File: src/rtl/bcd_step_source.sv
// Upstream digit source for the BCD incrementer / seven-segment chain.
// Advances a 0-9 digit on a debounced button press or a prescaler tick, and pulses carry on the 9->0 wrap.
module bcd_step_source #(
  parameter int unsigned DB_CYCLES = 120000,
  parameter int unsigned TICK_DIV  = 12000000,
  parameter int unsigned CNT_W     = 24
) (
  input  logic clk,
  input  logic rst,
  input  logic btn_step,
  input  logic run_en,
  input  logic clr,
  output logic W,
  output logic X,
  output logic Y,
  output logic Z,
  output logic carry,
  output logic step_ack
);

  typedef enum logic [1:0] {
    IDLE,
    WAIT_PRESS,
    PRESSED,
    WAIT_RELEASE
  } db_state_e;

  localparam logic [CNT_W-1:0] DB_LAST   = CNT_W'(DB_CYCLES - 1);
  localparam logic [CNT_W-1:0] TICK_LAST = CNT_W'(TICK_DIV - 1);

  logic [1:0]       sync_q, sync_d;
  db_state_e        state_q, state_d;
  logic [CNT_W-1:0] db_cnt_q, db_cnt_d;
  logic [CNT_W-1:0] pre_cnt_q, pre_cnt_d;
  logic [3:0]       digit_q, digit_d;
  logic             carry_q, carry_d;
  logic             step_ack_q, step_ack_d;
  logic             btn_s;
  logic             btn_evt;
  logic             tick;
  logic             adv;

  assign sync_d = {sync_q[0], btn_step};
  assign btn_s  = sync_q[1];

  always_comb begin
    state_d  = state_q;
    db_cnt_d = db_cnt_q;
    btn_evt  = 1'b0;
    case (state_q)
      IDLE: begin
        if (btn_s) begin
          state_d  = WAIT_PRESS;
          db_cnt_d = '0;
        end
      end
      WAIT_PRESS: begin
        if (!btn_s) begin
          state_d = IDLE;
        end else if (db_cnt_q == DB_LAST) begin
          state_d = PRESSED;
          btn_evt = 1'b1;
        end else begin
          db_cnt_d = db_cnt_q + CNT_W'(1);
        end
      end
      PRESSED: begin
        if (!btn_s) begin
          state_d  = WAIT_RELEASE;
          db_cnt_d = '0;
        end
      end
      WAIT_RELEASE: begin
        if (btn_s) begin
          state_d = PRESSED;
        end else if (db_cnt_q == DB_LAST) begin
          state_d = IDLE;
        end else begin
          db_cnt_d = db_cnt_q + CNT_W'(1);
        end
      end
      default: state_d = IDLE;
    endcase
  end

  // Prescaler parks at zero whenever auto-run is off or the digit is cleared.
  always_comb begin
    pre_cnt_d = pre_cnt_q;
    tick      = 1'b0;
    if (clr || !run_en) begin
      pre_cnt_d = '0;
    end else if (pre_cnt_q == TICK_LAST) begin
      pre_cnt_d = '0;
      tick      = 1'b1;
    end else begin
      pre_cnt_d = pre_cnt_q + CNT_W'(1);
    end
  end

  assign adv = btn_evt | tick;

  // Out-of-range digit (upset) recovers to 0 on the next advance without a carry.
  always_comb begin
    digit_d    = digit_q;
    carry_d    = 1'b0;
    step_ack_d = 1'b0;
    if (clr) begin
      digit_d = '0;
    end else if (adv) begin
      step_ack_d = 1'b1;
      if (digit_q == 4'd9) begin
        digit_d = '0;
        carry_d = 1'b1;
      end else if (digit_q > 4'd9) begin
        digit_d = '0;
      end else begin
        digit_d = digit_q + 4'd1;
      end
    end
  end

  always_ff @(posedge clk or posedge rst) begin
    if (rst) begin
      sync_q     <= '0;
      state_q    <= IDLE;
      db_cnt_q   <= '0;
      pre_cnt_q  <= '0;
      digit_q    <= '0;
      carry_q    <= 1'b0;
      step_ack_q <= 1'b0;
    end else begin
      sync_q     <= sync_d;
      state_q    <= state_d;
      db_cnt_q   <= db_cnt_d;
      pre_cnt_q  <= pre_cnt_d;
      digit_q    <= digit_d;
      carry_q    <= carry_d;
      step_ack_q <= step_ack_d;
    end
  end

  assign W        = digit_q[0];
  assign X        = digit_q[1];
  assign Y        = digit_q[2];
  assign Z        = digit_q[3];
  assign carry    = carry_q;
  assign step_ack = step_ack_q;

endmodule

File: config.mk
export PLATFORM = sky130hd
export DESIGN_NAME = bcd_step_source
export DESIGN_NICKNAME = d
export VERILOG_FILES = /design/src/rtl/bcd_step_source.sv
export SDC_FILE = /design/constraint.sdc
export NUM_CORES = 1
export LEC_CHECK = 0
export BUFFER_PORTS_ARGS = -buffer_cell sky130_fd_sc_hd__buf_2
export CAP_MARGIN = 10
export CORE_MARGIN = 2
export CORE_UTILIZATION = 61
export DETAILED_ROUTE_END_ITERATION = 10
export GPL_TIMING_DRIVEN = 0
export PLACE_DENSITY = 0.79
export SETUP_SLACK_MARGIN = 0.3
export SYNTH_ARGS = -nofsm -noshare
export SYNTH_HDL_FRONTEND = slang
export SYNTH_SLANG_ARGS = --single-unit
File: constraint.sdc
create_clock -name clk -period 2.7 [get_ports clk]
set_clock_uncertainty 0.1 [all_clocks]
set_input_delay 0.135 -clock clk [delete_from_list [all_inputs] [get_ports clk]]
set_output_delay 0.135 -clock clk [all_outputs]
set_load 0.02 [all_outputs]
# Yosys cells after proc, flatten, opt, wreduce, memory -nomap -nowiden
# Cells that the tools add are included.
totals:
  regBits: 58
  in_bits: 5
  output_inout_bits: 6
classes:
  addsub: 3
  magnitude_cmp: 1
  eq_ne: 12
  muxes: 29
  n_bitwise: 1
  reduce_logical: 6
op_table:
  columns: ["operator", "n"]
  rows:
  - ["24-bit 2-to-1 mux", 7]
  - ["24-bit one-hot mux with 4 select lines", 1]
  - ["24-bit by 1-bit adder with 24-bit output (second input constant)", 2]
  - ["24-bit by 17-bit equality test with 1-bit output (second input constant)", 1]
  - ["24-bit equality test (second input constant)", 1]
  - ["4-bit 2-to-1 mux", 4]
  - ["2-bit 2-to-1 mux", 6]
  - ["1-bit 2-to-1 mux", 10]
  - ["2-bit inequality test (second input constant)", 4]
  - ["2-bit one-hot mux with 4 select lines", 1]
  - ["4-bit AND reduction", 2]
  - ["3-bit inequality test (second input constant)", 2]
  - ["4-bit by 1-bit adder with 4-bit output (second input constant)", 1]
  - ["2-bit equality test (second input constant)", 2]
  - ["4-bit equality test (second input constant)", 1]
  - ["4-bit > comparator (second input constant)", 1]
  - ["2-bit by 1-bit equality test with 1-bit output (second input constant)", 1]
  - ["2-bit zero test", 1]
  - ["2-bit nonzero test", 1]
  - ["1-bit zero test", 1]
  - ["1-bit logical OR", 1]
  - ["1-bit OR", 1]

# Longest topological paths before layout
logic_depth:
  word_depth: 7
  depth_mapped: 7
  mapped_depth_nobuf: 7

# Worst setup path before layout
# OpenSTA, ideal clock, no wires.
synth_timing:
  kind: "register -> register"
  start: "reg pre_cnt_q[19]"
  end: "reg carry_q, in the netlist carry"
  setup_time_ps: 68
  t_arrival_ps: 2159
  path_slack_ps: 373
  stages_incl_launch_ff: 6
  path_buffers: 0
  period_less_slack_ps: 2327
  path_cell_list: "dfrtp_1 or4_1 or4_4 o32ai_4 and2b_1 and4b_1"
synth_between:
  elab_chain_len: 6
synth_rtl:
  columns: ["item", "line", "rtl"]
  rows:
  - ["start, declared", "34", "logic [CNT_W-1:0] pre_cnt_q, pre_cnt_d;"]
  - ["start signal, assigned", "135", "pre_cnt_q <= pre_cnt_d;"]
  - ["24-bit equality test", "92", "end else if (pre_cnt_q == TICK_LAST) begin"]
  - ["1-bit 2-to-1 mux", "92", null]
  - ["1-bit 2-to-1 mux", "90", "if (clr || !run_en) begin"]
  - ["1-bit OR", "100", "assign adv = btn_evt | tick;"]
  - ["1-bit 2-to-1 mux", "109", "end else if (adv) begin"]
  - ["1-bit 2-to-1 mux", "107", "if (clr) begin"]
  - ["net carry_d", "36", "logic carry_q, carry_d;"]
  - ["end signal, assigned", "137", "carry_q <= carry_d;"]
  - ["end, declared", "36", null]
# The timed path passes the listed nets, and every way through them passes these cells.
# A chain may end at the register's enable or synchronous reset.

# Worst setup path after layout
layout_timing:
  start: "reg pre_cnt_q[19]"
  end: "reg digit_q[0]"
layout_between:
  elab_chain_len: 5
layout_rtl:
  columns: ["item", "line", "rtl"]
  rows:
  - ["24-bit equality test", "92", null]
  - ["1-bit 2-to-1 mux", "92", null]
  - ["1-bit 2-to-1 mux", "90", null]
  - ["1-bit OR", "100", null]
  - ["2-bit nonzero test (no source line)", null, null]
  - ["end signal, assigned", "136", "digit_q <= digit_d;"]
  - ["end, declared", "35", "logic [3:0] digit_q, digit_d;"]
# Every way passes these cells.

==> impl_metrics.toml <==
[outcome]
status = "finished clean"

[logic_synthesis]
synth_top_family_by_area = "simple AND/OR/NAND/NOR gates"
postSynth.topFlopCell = "sky130_fd_sc_hd__dfrtp_1"
netlist_instances = 308
postSynthRegisterBits = 58
avgSynthCellArea_um2 = 9.63
synth-compound-area-share = 0.0641
synth_area_leaders = "sky130_fd_sc_hd__dfrtp_1 (49%), sky130_fd_sc_hd__nor2_1 (6.2%), sky130_fd_sc_hd__xor2_1 (5.6%), sky130_fd_sc_hd__xnor2_1 (4.7%), sky130_fd_sc_hd__nand3_1 (3.2%)"
net_count_synth = 318
postSynth.asyncResetShare = 1.00
synth_simple_gate_area_share = 0.276
synthDominantAreaCellType = "sky130_fd_sc_hd__dfrtp_1"
synthesis.area_um2 = 2970
synth.yosys.seq_area_share = 0.489
synthAdderAreaFrac = 0.0211
synth.top_cell.area_share = 0.489
yosys_warnings = 0
synth_enable_flop_cells = 0
synth-xor-area-share = 0.103
synth.area.mux_share = 0.0240
cell_variety_after_synth = 39

[cts]
clkSinkCount = 58
cts.htree.levels = 3
cts_buffers = 9
clock_network_latency_to_the_later_pin_of_the_worst_skew_pair_ns = 0.34
clock_tree_from_tritoncts = "done"
clockBufferDepth = 2
clkTransAtPathRegs_ns = 0.07
library_cell_used_as_clock_root_buffer = "sky130_fd_sc_hd__clkbuf_8"

[place]
numPortBuffers = 10
finalWeightedCongestion = 0.834
placedCellCount = 373
dp.final_hpwl_um = 3970

[detailed_routing]
ant_nets = 0
1st_iter_drt_viols = 140
post-route-drc-count = 0
dr.pass1.iters = 4
route.final.wire_length_um = 5910
met3_wirelength_um = 158
detailroute.via_count = 2308
routed-wl-met2_um = 2930
route.detailed.vias_per_inst = 5.78
routedWlPerCell_um = 14.8
wl_met1_um = 2700
uppermost_metal_layer_occupied_by_signal_nets = "met4"

[run]
max-cap-violations = 0

[power]
power.leakage_uw = 0.00144
post-layout-total-power_uw = 1670
total_net_switching_power_uw = 413
proportion_of_power_drawn_by_the_clock_network = 0.417
power.share.switching = 0.248
power_density_nw_per_um2 = 488
share_comb_of_total_power = 0.047
cell_internal_pwr_uw = 1260
max-vdd-ir-drop_uv = 380
power.sequential.fraction = 0.536

[cells_and_area]
final_core_utilization = 0.729
num_antenna_cells = 0
seq_area_um2 = 1450
drive_gt1_frac = 0.136
count_of_placed_standard_cells_in_the_final_layout_fillers_left_out = 399
fin_nets = 350
synthToLayoutAreaGrowth_pct = 15.3
fillers = 337
multiInputGateArea_um2 = 1500

[floorplan]
initial_utilization = 0.632
die_area_um2 = 5440
placement_row_count = 25
fp.dieH_um = 73.7
core_region_area_um2 = 4690
floorplan.io_pins = 11
die_width_um = 73.7

[global_routing]
pin_count_of_the_biggest_net_entering_global_routing = 40
first_pass_grt_wire_length_um = 9990
first_global_vias = 2240
antenna_violations_before_repair = 0
grt_overflow = 0
globalRouteTotalUtil = 0.242

[critical_path]
cp_max_fo = 6
critPathLaunchType = "flip-flop"
timing.reg2reg.worst_path_depth = 6
critical_path_capture_point_type = "flip-flop"
critical_path_arrival_ns = 2.55
r2r_slack_ns = 0.28
worst-setup-path-type = "flip-flop to flip-flop"
required_ns = 2.84

[sta]
finalCriticalPeriod_ns = 2.42
worst_slew_margin_rel = 0.602
final-hold-violation-count = 0
report.final.slew_viol_count = 0
maxClockFrequency_ghz = 0.414
tightest_slew_ns = 0.592
rsz0062_at_grt = "true"
finalCritPeriodShare = 0.895
setup_viol_count_final = 0

[worst_hold_path]
holdPathStages = 5
hold_path_class = "input pin to flip-flop"
## registers in the layout (all words and copies together) (netlist names), named ones only
name / cells
db_cnt_q: 24
pre_cnt_q: 24
digit_q: 4
sync_q: 2
carry: 1
state_q: 1
step_ack: 1
## logic make-up after synthesis
family / after synthesis
and+or+nand+nor: 156
adders and majority gates: 5
AOI/OAI and AO/OA: 30
xor gates and xnor gates: 35
muxes: 7
DFF: 58
buffers and inverters: 17
## stage by stage
step / instance area (um^2) / TNS, ns / hold WS, ns / worst slack [ns]
6_report: 3420 / 0 / 0.190 / 0.285
5_1_grt: 3420 / 0 / 0.210 / 0.210
4_1_cts: 3360 / 0 / 0.179 / 0.280
3_5_place_dp: 3100 / -0.154 / 0.0617 / -0.0599
3_3_place_gp: 3080 / -0.0222 / 0.143 / -0.0120
2_1_floorplan: 2970 / 0 / 0.0664 / 0.373
## cells in the mapped netlist (8+ instances only)
cell                       n
sky130_fd_sc_hd__dfrtp_1  58
sky130_fd_sc_hd__nor2_1   49
sky130_fd_sc_hd__nand2_1  23
sky130_fd_sc_hd__nand3_1  19
sky130_fd_sc_hd__xor2_1   19
sky130_fd_sc_hd__xnor2_1  16
sky130_fd_sc_hd__a21oi_1  11
sky130_fd_sc_hd__inv_1    11
sky130_fd_sc_hd__nand4_1  11
sky130_fd_sc_hd__o21ai_0  11
sky130_fd_sc_hd__or3_1     9
sky130_fd_sc_hd__nor3_1    8
## final timing paths
kind                                         start                       end
max                        pre_cnt_q[19]$_DFF_PP0_    digit_q[0]$_DFFE_PP0P_
min                                         run_en    pre_cnt_q[2]$_DFF_PP0_
max reg2reg                pre_cnt_q[19]$_DFF_PP0_    digit_q[0]$_DFFE_PP0P_
min reg2reg                    sync_q[0]$_DFF_PP0_       sync_q[1]$_DFF_PP0_
max in group asynchronous                      rst  db_cnt_q[10]$_DFFE_PP0P_
min in group asynchronous                      rst   db_cnt_q[1]$_DFFE_PP0P_
## layer usage
metal / vias up / GRT usage
li1: 1146 / -
met1: 1118 / 0.312
met2: 33 / 0.383
met3: 11 / 0.0617
met4: 0 / 0.111
met5: - / 0
## timing repair
item / in CTS / in global routing
buffers inserted: 3 / 4
endpoints found under the setup margin: 30 / 28
resized for setup: 4 / 4
pin swaps: 3 / 5
hold endpoints to repair: 24 / 0
gates cloned: 0 / 0
hold buffers: 3 / 0
## power groups by stage
stage / logic [uW] / registers, uW / clock network [uW]
floorplan: 47.5 / 908 / 0
global placement: 67.2 / 909 / 0
detailed placement: 74.1 / 910 / 0
CTS: 79.3 / 894 / 703
global route: 90.2 / 895 / 745
finish: 79.0 / 895 / 695
## worst max-delay path, cell delays in order, from the launching register on
cell and delay, ns:
sky130_fd_sc_hd__dfrtp_1 0.39, sky130_fd_sc_hd__or4_1 0.52, sky130_fd_sc_hd__or4_4 0.58, sky130_fd_sc_hd__o32ai_4 0.30
sky130_fd_sc_hd__buf_12 0.16, sky130_fd_sc_hd__mux2i_1 0.19, sky130_fd_sc_hd__nor2_1 0.06
## final cells by class
type                            instances  share of cell area
Timing Repair Buffer                   21              0.0483
Clock inverter                          6             0.00951
Sequential cell                        58               0.424
Clock buffer                           10              0.0402
Inverter                               11              0.0121
Tap cell                               54              0.0198
Buffer                                  6             0.00805
Multi-Input combinational cell        233               0.438
## cell usage in the layout, fill, tap and decap left out, drive strengths merged, types with 5 or more instances in the layout
master  synthesis  routed
ha              5       5
clkbuf          4      14
mux2i           6       6
nor2           49      49
nand4          11      11
or3             9       9
clkinv          0       5
nor3            8       8
buf             2      20
nand2          23      23
xor2           19      19
and4            6       6
a21oi          11      11
inv            11      11
xnor2          16      16
dfrtp          58      58
nand3          19      19
and3            5       5
o21ai          12      12
Power figures use the tool's default switching activity.
